### config.mk
export PLATFORM = sky130hd
export DESIGN_NAME = if_prefetch_unit
export DESIGN_NICKNAME = d
export VERILOG_FILES = /design/src/rtl/rv_pkg.sv /design/src/rtl/fetch_fifo.sv /design/src/rtl/if_prefetch_unit.sv
export SDC_FILE = /design/constraint.sdc
export NUM_CORES = 1
export LEC_CHECK = 0
export ABC_AREA = 0
export CORE_AREA = 10 10 148 150
export DETAILED_ROUTE_END_ITERATION = 6
export DIE_AREA = 0 0 158 160
export MAX_ROUTING_LAYER = met4
export PLACE_DENSITY = 0.76
export SYNTH_ARGS = -nofsm -noshare
export SYNTH_HDL_FRONTEND = slang
export SYNTH_SLANG_ARGS = --single-unit
### constraint.sdc
create_clock -name clk -period 12.4 [get_ports clk]
set_clock_uncertainty 0.2 [all_clocks]
set_input_delay 3.72 -clock clk [delete_from_list [all_inputs] [get_ports clk]]
set_output_delay 3.72 -clock clk [all_outputs]
set_load 0.01 [all_outputs]
### src/rtl/rv_pkg.sv
// Shared RV fetch-path types and constants.
package rv_pkg;

    localparam int unsigned XLEN = 32;
    localparam logic [XLEN-1:0] NOP_INST = 32'h0000_0013;

    typedef struct packed {
        logic [XLEN-1:0] pc;
        logic [XLEN-1:0] inst;
    } fetch_entry_t;

endpackage

### src/rtl/fetch_fifo.sv
// Small synchronous FIFO with flush and occupancy count; head is shown combinationally.
module fetch_fifo
    import rv_pkg::*;
#(
    parameter int unsigned DEPTH   = 2,
    parameter type         entry_t = fetch_entry_t,
    localparam int unsigned AW     = $clog2(DEPTH)
) (
    input  logic        clk,
    input  logic        reset,
    input  logic        flush,
    input  logic        push,
    input  entry_t      wdata,
    input  logic        pop,
    output entry_t      rdata,
    output logic [AW:0] count,
    output logic        full,
    output logic        empty
);

    localparam logic [AW:0] FULL_COUNT = (AW + 1)'(DEPTH);

    entry_t          mem_q [DEPTH];
    logic [AW-1:0]   wr_ptr_q;
    logic [AW-1:0]   rd_ptr_q;
    logic [AW:0]     count_q;

    always_ff @(posedge clk) begin
        if (reset || flush) begin
            wr_ptr_q <= '0;
            rd_ptr_q <= '0;
            count_q  <= '0;
        end else begin
            if (push) wr_ptr_q <= wr_ptr_q + AW'(1);
            if (pop)  rd_ptr_q <= rd_ptr_q + AW'(1);
            count_q <= count_q + (AW + 1)'(push) - (AW + 1)'(pop);
        end
    end

    // Storage needs no reset; on a full push+pop the old head is read before being overwritten.
    always_ff @(posedge clk) begin
        if (push) mem_q[wr_ptr_q] <= wdata;
    end

    assign rdata = mem_q[rd_ptr_q];
    assign count = count_q;
    assign full  = (count_q == FULL_COUNT);
    assign empty = (count_q == '0);

    a_no_overflow: assert property (@(posedge clk) disable iff (reset)
        !(push && full && !pop && !flush));
    a_no_underflow: assert property (@(posedge clk) disable iff (reset)
        !(pop && empty && !flush));

endmodule

### src/rtl/if_prefetch_unit.sv
// Sequential instruction prefetcher: credit-limited fetch requests, in-order prefetch buffer,
// one instruction per cycle to decode with stall and redirect (flush) handling.
module if_prefetch_unit #(
    parameter int unsigned    XLEN     = 32,
    parameter int unsigned    DEPTH    = 2,
    parameter logic [XLEN-1:0] RESET_PC = '0
) (
    input  logic            clk,
    input  logic            reset,
    output logic            imem_req_valid,
    input  logic            imem_req_ready,
    output logic [XLEN-1:0] imem_req_addr,
    input  logic            imem_rsp_valid,
    input  logic [XLEN-1:0] imem_rsp_data,
    input  logic            redirect,
    input  logic [XLEN-1:0] redirect_pc,
    input  logic            stall,
    output logic            inst_valid,
    output logic [XLEN-1:0] inst,
    output logic [XLEN-1:0] inst_pc
);

    import rv_pkg::*;

    localparam int unsigned CW = $clog2(DEPTH);
    localparam logic [CW+1:0] CREDIT_LIMIT = (CW + 2)'(DEPTH);

    typedef logic [CW:0] cnt_t;

    logic [XLEN-1:0] fetch_pc_q, fetch_pc_d;
    cnt_t            outstanding_q, outstanding_d;
    cnt_t            discard_q, discard_d;
    logic            started_q;

    logic            fire;
    logic            rsp_accept;
    logic            pop;
    logic [CW+1:0]   credits_used;
    cnt_t            fifo_count, pcq_count;
    logic            fifo_full, fifo_empty, pcq_full, pcq_empty;
    fetch_entry_t    head, push_entry;
    logic [XLEN-1:0] pcq_head;
    logic            unused_flags;

    always_comb begin
        credits_used   = {1'b0, fifo_count} + {1'b0, outstanding_q};
        imem_req_valid = !reset && started_q && (credits_used < CREDIT_LIMIT);
        fire           = imem_req_valid && imem_req_ready;
        inst_valid     = !reset && !fifo_empty;
        pop            = inst_valid && !stall && !redirect;
        rsp_accept     = imem_rsp_valid && (discard_q == '0) && !redirect;
        push_entry     = '{pc: pcq_head, inst: imem_rsp_data};
        inst           = inst_valid ? head.inst : NOP_INST;
        inst_pc        = inst_valid ? head.pc : '0;

        outstanding_d = outstanding_q + cnt_t'(fire) - cnt_t'(imem_rsp_valid);

        // Stale words are a subset of outstanding, so after a redirect every word still in
        // flight (including one issued this cycle) becomes stale.
        discard_d = discard_q;
        if (redirect) begin
            discard_d = outstanding_d;
        end else if (imem_rsp_valid && (discard_q != '0)) begin
            discard_d = discard_q - cnt_t'(1);
        end

        fetch_pc_d = fetch_pc_q;
        if (redirect) begin
            fetch_pc_d = {redirect_pc[XLEN-1:2], 2'b00};
        end else if (fire) begin
            fetch_pc_d = fetch_pc_q + XLEN'(4);
        end
    end

    always_ff @(posedge clk) begin
        if (reset) begin
            fetch_pc_q    <= RESET_PC;
            outstanding_q <= '0;
            discard_q     <= '0;
            started_q     <= 1'b0;
        end else begin
            fetch_pc_q    <= fetch_pc_d;
            outstanding_q <= outstanding_d;
            discard_q     <= discard_d;
            started_q     <= 1'b1;
        end
    end

    assign imem_req_addr = fetch_pc_q;

    fetch_fifo #(
        .DEPTH   (DEPTH),
        .entry_t (fetch_entry_t)
    ) u_prefetch_fifo (
        .clk   (clk),
        .reset (reset),
        .flush (redirect),
        .push  (rsp_accept),
        .wdata (push_entry),
        .pop   (pop),
        .rdata (head),
        .count (fifo_count),
        .full  (fifo_full),
        .empty (fifo_empty)
    );

    // PCs of live requests, in issue order; stale requests were flushed from here on redirect.
    fetch_fifo #(
        .DEPTH   (DEPTH),
        .entry_t (logic [XLEN-1:0])
    ) u_pc_queue (
        .clk   (clk),
        .reset (reset),
        .flush (redirect),
        .push  (fire && !redirect),
        .wdata (fetch_pc_q),
        .pop   (rsp_accept),
        .rdata (pcq_head),
        .count (pcq_count),
        .full  (pcq_full),
        .empty (pcq_empty)
    );

    assign unused_flags = ^{pcq_count, pcq_full, pcq_empty, fifo_full, redirect_pc[1:0]};

endmodule

After elaboration in Yosys (flattened, before gate mapping)
Memory sizes are Yosys's and may differ from the RTL's. A register that Yosys moved wholly into a read port is not among the register bits.
Cells that the tools add are included.
- add/subtract/negate cells: 11
- $lt $le $gt $ge: 1
- mux-type cells: 15
- reductions and logical operators: 21
- operators with widths (kind ; count):
    $mux 32 ; 4
    $add 32x3->32 const B ; 1
    $logic_and 1x1->1 ; 10
    $mux 1 ; 9
    $reduce_bool 2->1 ; 3
    $add 1x1->1 const B ; 4
    $add 2x1->2 ; 2
    $logic_not 1->1 ; 4
    $logic_not 2->1 ; 2
    $mux 2 ; 2
    $sub 2x1->2 ; 2
    $add 2x2->3 ; 1
    $lt 3x2->1 const B ; 1
    $reduce_or 2->1 ; 1
    $sub 2x1->2 const B ; 1
    $logic_or 1x1->1 ; 1
- bits in registers: 43
- RAM bits: 192
- input bits: 70
- output and inout port bits: 98
- memories: 2
- memories (memory ; words ; width ; read ports ; clocked after memory_dff ; write ports ; line ; source):
    u_prefetch_fifo.mem_q ; 2 ; 64 ; 1 ; 1 ; 1 ; fetch_fifo.sv:23 ; entry_t mem_q [DEPTH];
    u_pc_queue.mem_q ; 2 ; 32 ; 1 ; 1 ; 1 ; fetch_fifo.sv:23 ;

Logic depth before layout (Yosys ltp)
Gate-level depths: netlist (run 1).
- word-level depth: 7
- mapped depth: 13

By module
A second synthesis (run 1) with hierarchy kept.
- cells, all modules: 648
- area, all modules: 10256.1 um^2
- by module, submodules not included (module ; instances ; cells an instance ; area each (um^2) ; sequential area each (um^2)):
    fetch_fifo (u_prefetch_fifo) ; 1 ; 220 ; 5143.7 ; 3943.8
    fetch_fifo (u_pc_queue) ; 1 ; 121 ; 2693.8 ; 2021.9
    if_prefetch_unit ; 1 ; 307 ; 2418.6 ; 700.7

Least setup slack after synthesis (run 1)
No wires, ideal clock.
- path kind: input-to-reg
- start point: in redirect
- end point: mem u_prefetch_fifo.mem_q[0][0] (netlist bit), enable pin
- data arrival time: 8.398 ns
- slack: 3.244 ns
- cell stages on the path: 3
- path buffers: 2
- cells stage by stage: clkbuf_1 -> clkbuf_1 -> nor3_1
- longest elaborated chain between the ends: 4
- ends and longest elaborated chain (what ; line ; source):
    start, declared ; if_prefetch_unit.sv:15 ; input logic redirect,
    $logic_not 1->1 ; if_prefetch_unit.sv:51 ; rsp_accept = imem_rsp_valid && (discard_q == '0) && !redirect;
    $logic_and 1x1->1 ; if_prefetch_unit.sv:51 ;
    $mux 1 ; fetch_fifo.sv:42 ; if (push) mem_q[wr_ptr_q] <= wdata;
    $mux 1 (implied by the code) ; fetch_fifo.sv:42 ;
    end, declared ; fetch_fifo.sv:23 ;
Every way passes these cells.

Worst setup path in the final report (run 1)
- start point: in reset
- end point: out inst[21]
- longest elaborated chain between the ends: 3
- ends and longest elaborated chain (what ; line ; source):
    start, declared ; if_prefetch_unit.sv:9 ; input logic reset,
    $logic_not 1->1 ; if_prefetch_unit.sv:49 ; inst_valid = !reset && !fifo_empty;
    $logic_and 1x1->1 ; if_prefetch_unit.sv:49 ;
    $mux 32 ; if_prefetch_unit.sv:53 ; inst = inst_valid ? head.inst : NOP_INST;
    end, declared ; if_prefetch_unit.sv:19 ; output logic [XLEN-1:0] inst,
Every way passes these cells.

==> results of run 1 <==
## cell usage after synthesis, drive strengths merged (6+ instances only)
| cell type | count |
|---|---|
| edfxtp | 184 |
| nor2 | 91 |
| mux2i | 62 |
| dfxtp | 43 |
| mux2 | 30 |
| clkbuf | 22 |
| nand2 | 18 |
| buf | 17 |
| nand3 | 16 |
| nand4 | 14 |
| inv | 12 |
| a311oi | 11 |
| or4 | 11 |
| o21ai | 10 |
| a211oi | 9 |
| nor3 | 9 |
| and3 | 8 |
| o31ai | 8 |
| xnor2 | 8 |
| xor2 | 8 |
| and2 | 7 |
| and4 | 7 |
| or3 | 7 |
| ha | 6 |
## metrics by stage
step | area, um^2 | util
finish | 11930 | 0.6252
global route | 11930 | 0.6252
CTS | 11930 | 0.6252
detailed placement | 11140 | 0.5838
global placement | 11140 | 0.5838
floorplan | 9315 | -
## layer usage
metal | share of wire | up-vias | GRT usage
li1 | - | 2828 | -
met1 | 0.41 | 2814 | 0.2052
met2 | 0.49 | 271 | 0.2709
met3 | 0.080 | 29 | 0.03411
met4 | 0.017 | 0 | 0.04044
met5 | 0 | - | -
## worst max-delay path: stages
cell and delay [ns]:
sky130_fd_sc_hd__clkdlybuf4s50_1 0.45, sky130_fd_sc_hd__buf_4 0.31, sky130_fd_sc_hd__clkinv_1 0.21, sky130_fd_sc_hd__o21ai_4 0.40, sky130_fd_sc_hd__buf_4 0.42, sky130_fd_sc_hd__nor2_1 0.09, sky130_fd_sc_hd__clkdlybuf4s50_1 0.49
## power groups by stage
| stage | Sequential [mW] | Clock (mW) | Combinational [mW] |
|---|---|---|---|
| floorplan | 0.893 | 0 | 0.0676 |
| global placement | 0.894 | 0 | 0.127 |
| detailed placement | 0.897 | 0 | 0.132 |
| CTS | 0.880 | 0.714 | 0.134 |
| global route | 0.884 | 0.748 | 0.143 |
| finish | 0.881 | 0.701 | 0.132 |
## registers in the layout, summed over array words and instances, names as in the netlist, 2 cells and up, named ones only
signal and flops:
outstanding_q 2, u_prefetch_fifo.count 2, u_pc_queue.mem_q 60, discard_q 2, u_prefetch_fifo.mem_q 124, imem_req_addr 30
## final cells by class
| class | instances | area share |
|---|---|---|
| sequential | 227 | 0.5357 |
| multi-input combinational | 386 | 0.2283 |
| timing repair buffer | 170 | 0.1408 |
| clock buffer | 33 | 0.05937 |
| tap | 238 | 0.02497 |
| clock inverter | 9 | 0.006818 |
| inverter | 13 | 0.004091 |
## kinds of logic after synthesis
group | share of synthesized area
AO/OA/AOI/OAI | 0.04949
AND/OR/NAND/NOR | 0.1108
XOR/XNOR | 0.01506
flip-flops | 0.6864
multiplexers | 0.1030
buffers and inverters | 0.02461
other | 0.0004031
adder cells (fa/ha/maj) | 0.01022
## final timing paths
path                             from                 endpoint  cells past startpoint
max                             reset                 inst[21]                      7
min               u_pc_queue.rd_ptr_q      u_pc_queue.rd_ptr_q                      2
max reg2reg  u_prefetch_fifo.count[0]  u_pc_queue.mem_q[0][21]                      7
min reg2reg       u_pc_queue.rd_ptr_q      u_pc_queue.rd_ptr_q                      2
==> out/qor.txt, run 1 <==
LOGIC SYNTHESIS
-----------------------------------------------------------------------------------------
Fraction of post-synthesis cell area in the top cell type by area                  0.5939
Area of the mapped netlist                                                   0.009304 mm^2
Proportion of register bits with asynchronous set or reset after synthesis              0
Predominant post-synthesis flop cell                                         sky130_fd_sc_hd__edfxtp_1
Post-synthesis instance total                                                         662
Total of flip-flops plus latches after synthesis                                      227
Sequential element share of the synthesized area                                   0.6864
Warnings, synthesis                                                                     0
Per-instance average area after synthesis                                      14.05 um^2
Largest cells by area after synthesis                                        sky130_fd_sc_hd__edfxtp_1 59%, sky130_fd_sc_hd__dfxtp_1 9.3%, sky130_fd_sc_hd__mux2i_1 6.7%
Number of synthesized flops with an enable pin                                        184
Biggest area consumer among synthesized cells                                sky130_fd_sc_hd__edfxtp_1
Count of cell types in the netlist                                                     54

DIE
-----------------------------------------------------------------------------------------
Core Region                                                                  0.01908 mm^2
Width of the chip                                                                  158 um
Die Ht                                                                             160 um
Die outline area                                                             0.02528 mm^2
Row count                                                                              51
# IOs                                                                                 168
Initial Utilization                                                                0.4876

CLOCK NETWORK
-----------------------------------------------------------------------------------------
Post-CTS Setup Bufs                                                                     0
Clock tree sinks                                                                      227
Hold-fix buffer count after cts                                                         0
Clock insertion delay at the later pin of the skew report                         0.51 ns
CTS tree                                                                              yes
Number of gates resized after CTS                                                       0
Worst-path clk slew                                                               0.06 ns
Max H-tree Level                                                                        1
Root cell of the clock tree                                                  sky130_fd_sc_hd__clkbuf_16
CTS Buffer Depth                                                                        3
Clock buffers created by TritonCTS                                                     23

PWR
-----------------------------------------------------------------------------------------
Worst-case vdd ir drop                                                       0.00009239 V
Leakage power                                                                    3.854 nW
Internal power component                                                         1.345 mW
Power density of the placed cells                                            143.7 mW/mm^2
Portion of total power attributed to combinational logic                            0.077
Net load switching power                                                        0.3687 mW
Fraction of power consumed by sequential logic                                      0.514
Clock share of power                                                                0.409
Final Power                                                                      1.714 mW
Switching Share                                                                    0.2152

STA
-----------------------------------------------------------------------------------------
RSZ-0062 raised after global routing                                                   no
Final critical-path required period                                              10.01 ns
Max-slew violations                                                                     0
Peak clock frequency supported by timing                                        99.87 MHz
Final Hold Slack                                                                0.3277 ns
Worst-Margin Slew                                                                1.130 ns
Slew Limit Headroom                                                                0.2465
Final count of hold timing violations                                                   0
Worst setup slack after layout                                                   2.387 ns
Setup violation total in the final timing report                                        0
Final worst-path cycle share                                                       0.8075
Total Negative Setup Slacks                                                          0 ns

RUN
-----------------------------------------------------------------------------------------
Max-cap violations                                                                      0

GRT
-----------------------------------------------------------------------------------------
Via count of the first global-routing pass                                           6013
Global-route total usage across every layer                                        0.1651
Largest net degree at the start of global routing                                      63
Global-route wire length before repair                                           32770 um
Gr ovfl total                                                                           0
Antenna violations before repair                                                        0

SETUP PATH
-----------------------------------------------------------------------------------------
Arrival time at the worst endpoint                                                6.09 ns
Worst setup path class                                                       primary input to output port
Flop-to-flop setup slack                                                          8.43 ns
CP max FO                                                                              34
Critical Path Sink Type                                                       output port
Kind of start point of the critical path                                     primary input
Data required, critical path                                                      8.48 ns

ROUTING
-----------------------------------------------------------------------------------------
Antenna-violating nets left                                                             0
Count of unresolved DRC violations after routing                                        0
Routed vias                                                                          5942
Via-per-instance ratio                                                              5.522
Routed WL per cell                                                               19.63 um
DRC marker count from the first detailed-route iteration                              497
DRT Wirelength                                                                   21120 um
Initial DRT Pass Iterations                                                             5

FINAL LAYOUT
-----------------------------------------------------------------------------------------
Area taken by multi-input logic gates                                        0.002723 mm^2
Fraction of layout cells with a size suffix above 1                                0.1002
Most used cells in the layout excluding fill and tap cells                   184 x sky130_fd_sc_hd__edfxtp_1, 161 x sky130_fd_sc_hd__clkdlybuf4s50_1, 91 x sky130_fd_sc_hd__nor2_1
Area Overhead vs Synth                                                             28.20%
Storage cell area                                                            0.006390 mm^2
Antenna Cells                                                                           0
Fill cell instance count of the final layout                                         1369
Final Non-Filler Cells                                                               1076
Commonest non-fill, non-tap cell in the layout                               sky130_fd_sc_hd__edfxtp_1
Nets                                                                                  898

OUTCOME
-----------------------------------------------------------------------------------------
Status                                                                          completed

PLACED DESIGN
-----------------------------------------------------------------------------------------
Number of placed instances, taps included                                            1034
Minimum setup slack after placement                                              2.350 ns
Port-buffer cells                                                                     161
Routability Congestion                                                             0.8713
Estimated wirelength of the detail-placed design                                 14220 um

HOLD PATH
-----------------------------------------------------------------------------------------
Path type of the worst min-delay path                                        flop to flop

(Power assumes the default switching activity.)
==> run 2, diff against run 1 <==
CORE_AREA = 10 10 152 154   (was 10 10 148 150)
DIE_AREA = 0 0 162 164   (was 0 0 158 160)
PLACE_DENSITY = 0.75   (was 0.76)
clock period = 8.25 ns   (was 12.4 ns; I/O delays follow)
==> out/qor.txt, run 2 (synthesis gave the netlist of run 1 again) <==
OUTCOME
-------------------------------------------------------------------------
Status                                                          completed

STA
-------------------------------------------------------------------------
Worst-Margin Slew                                                1.186 ns
Final worst-path cycle share                                       0.9169
RSZ-0062 raised after global routing                                   no
Final critical-path required period                              7.565 ns
Setup violation total in the final timing report                        0
Total Negative Setup Slacks                                          0 ns
Slew Limit Headroom                                                0.2093
Final count of hold timing violations                                   0
Max-slew violations                                                     0
Peak clock frequency supported by timing                        132.2 MHz

PLACED DESIGN
-------------------------------------------------------------------------
Estimated wirelength of the detail-placed design                 13830 um
Area of placed instances                                     0.01118 mm^2
Routability Congestion                                             0.8709
Port-buffer cells                                                     161
Number of placed instances, taps included                            1066

GRT
-------------------------------------------------------------------------
Global-route wire length before repair                           31960 um
Via count of the first global-routing pass                           5642
Gr ovfl total                                                           0
Largest net degree at the start of global routing                      63
Global-route total usage across every layer                        0.1541
Antenna violations before repair                                        0

FINAL LAYOUT
-------------------------------------------------------------------------
Final Non-Filler Cells                                               1108
Nets                                                                  898
Antenna Cells                                                           0
Final core utilization                                             0.5963
Commonest non-fill, non-tap cell in the layout               sky130_fd_sc_hd__edfxtp_1
Most used cells in the layout excluding fill and tap cells   184 x sky130_fd_sc_hd__edfxtp_1, 161 x sky130_fd_sc_hd__clkdlybuf4s50_1, 91 x sky130_fd_sc_hd__nor2_1
Largest register by flop count                               u_prefetch_fifo.mem_q
Area Overhead vs Synth                                             28.44%
Max reg flops                                                         124
Finished Cell Area                                           0.01195 mm^2
Fraction of layout cells with a size suffix above 1                0.1014

HOLD PATH
-------------------------------------------------------------------------
Startpoint of the most critical hold path                    u_pc_queue.rd_ptr_q
Path type of the worst min-delay path                        flop to flop
Number of cells on the worst hold path                                  2

PWR
-------------------------------------------------------------------------
Leakage power                                                    3.854 nW
Final Power                                                      2.572 mW
Worst-case vdd ir drop                                        0.0001307 V
Power density of the placed cells                            215.2 mW/mm^2

SETUP PATH
-------------------------------------------------------------------------
Worst R2R Start                                              u_prefetch_fifo.count[0]
Flop-to-flop setup slack                                          4.58 ns
Cell seen most often among critical-path stages              sky130_fd_sc_hd__clkdlybuf4s50_1
Kind of start point of the critical path                     primary input
Critical Path Sink Type                                       output port
Largest incremental delay on the critical path                    0.88 ns
Worst path cell trace                                        clkdlybuf4s50_1 > clkinv_1 > o21ai_4 > buf_4 > nor2_1 > clkdlybuf4s50_1
Data required, critical path                                      5.58 ns
Worst setup path class                                       primary input to output port
CP max FO                                                              26
Endpoint of the worst register-to-register path              u_pc_queue.mem_q[0][24]
Arrival time at the worst endpoint                                4.89 ns
Cell type of the slowest stage on the worst timing path      sky130_fd_sc_hd__clkdlybuf4s50_1
Number of cells on the worst reg-to-reg path                            7

ROUTING
-------------------------------------------------------------------------
Count of unresolved DRC violations after routing                        0
Routed vias                                                          5831
Initial DRT Pass Iterations                                             6
DRT Wirelength                                                   20720 um
Antenna-violating nets left                                             0
Routed WL per cell                                               18.70 um
Via-per-instance ratio                                              5.263
DRC marker count from the first detailed-route iteration              474

CLOCK NETWORK
-------------------------------------------------------------------------
Root cell of the clock tree                                  sky130_fd_sc_hd__clkbuf_16
Worst-path clk slew                                               0.06 ns
Number of gates resized after CTS                                       0
Hold-fix buffer count after cts                                         0
Max H-tree Level                                                        1
Clock insertion delay at the later pin of the skew report         0.50 ns
CTS Buffer Depth                                                        3
CTS tree                                                              yes
Clock tree sinks                                                      227
Clock buffers created by TritonCTS                                     23
Post-CTS Setup Bufs                                                     0

DIE
-------------------------------------------------------------------------
Die outline area                                             0.02657 mm^2
Width of the chip                                                  162 um
Row count                                                              52
Initial Utilization                                                0.4643
Core Region                                                  0.02004 mm^2
# IOs                                                                 168
Die Ht                                                             164 um

RUN
-------------------------------------------------------------------------
Max-cap violations                                                      0

run 2: how the worst max path moves through the flow:
| stage | depth (start not counted) | from | endpoint | slack [ns] |
|---|---|---|---|---|
| 6_report | 6 | reset | inst_pc[17] | 0.69 |
| 3_5_place_dp | 6 | reset | inst_pc[17] | 0.64 |
| 5_1_grt | 6 | reset | inst_pc[17] | 0.51 |
| 3_3_place_gp | 6 | reset | inst_pc[17] | 0.68 |
| 4_1_cts | 6 | reset | inst_pc[17] | 0.64 |
| 2_1_floorplan | 3 | redirect | u_prefetch_fifo.mem_q[0][0] | 0.34 |
run 2: final cells by class:
cell class	instances	area [um^2]
Clock inverter	17	187.7
Multi-Input combinational cell	386	2724
Tap cell	270	337.8
Timing Repair Buffer	170	1679
Fill cell	1623	8089
Inverter	13	48.80
Clock buffer	25	583.1
Sequential cell	227	6390
run 2: critical path: cells and delay by family:
family | cells | cell delay, ns
buf+inv | 4 | 2.04
compound gates | 1 | 0.26
simple gates | 1 | 0.10
run 2: where the power goes:
group	leakage [nW]	total [mW]	internal (mW)	switching [mW]
combinational	1.43	0.197	0.100	0.0965
sequential	2.04	1.32	1.29	0.0333
clock	0.385	1.05	0.637	0.417
run 2: per-stage QoR:
step           setup slack (ns)  hold WS [ns]
5_1_grt                  0.5141        0.3537
2_1_floorplan            0.3386        0.2725
4_1_cts                  0.6399        0.3102
3_5_place_dp             0.6382        0.2928
6_report                 0.6855        0.3041
3_3_place_gp             0.6757        0.2843
run 2: per-layer routing:
metal	GRT usage	up-vias	wire [um]
met5	-	-	0
met4	0.04508	0	297
met1	0.1928	2813	8772
met2	0.2467	166	10230
li1	-	2827	-
met3	0.03529	25	1423
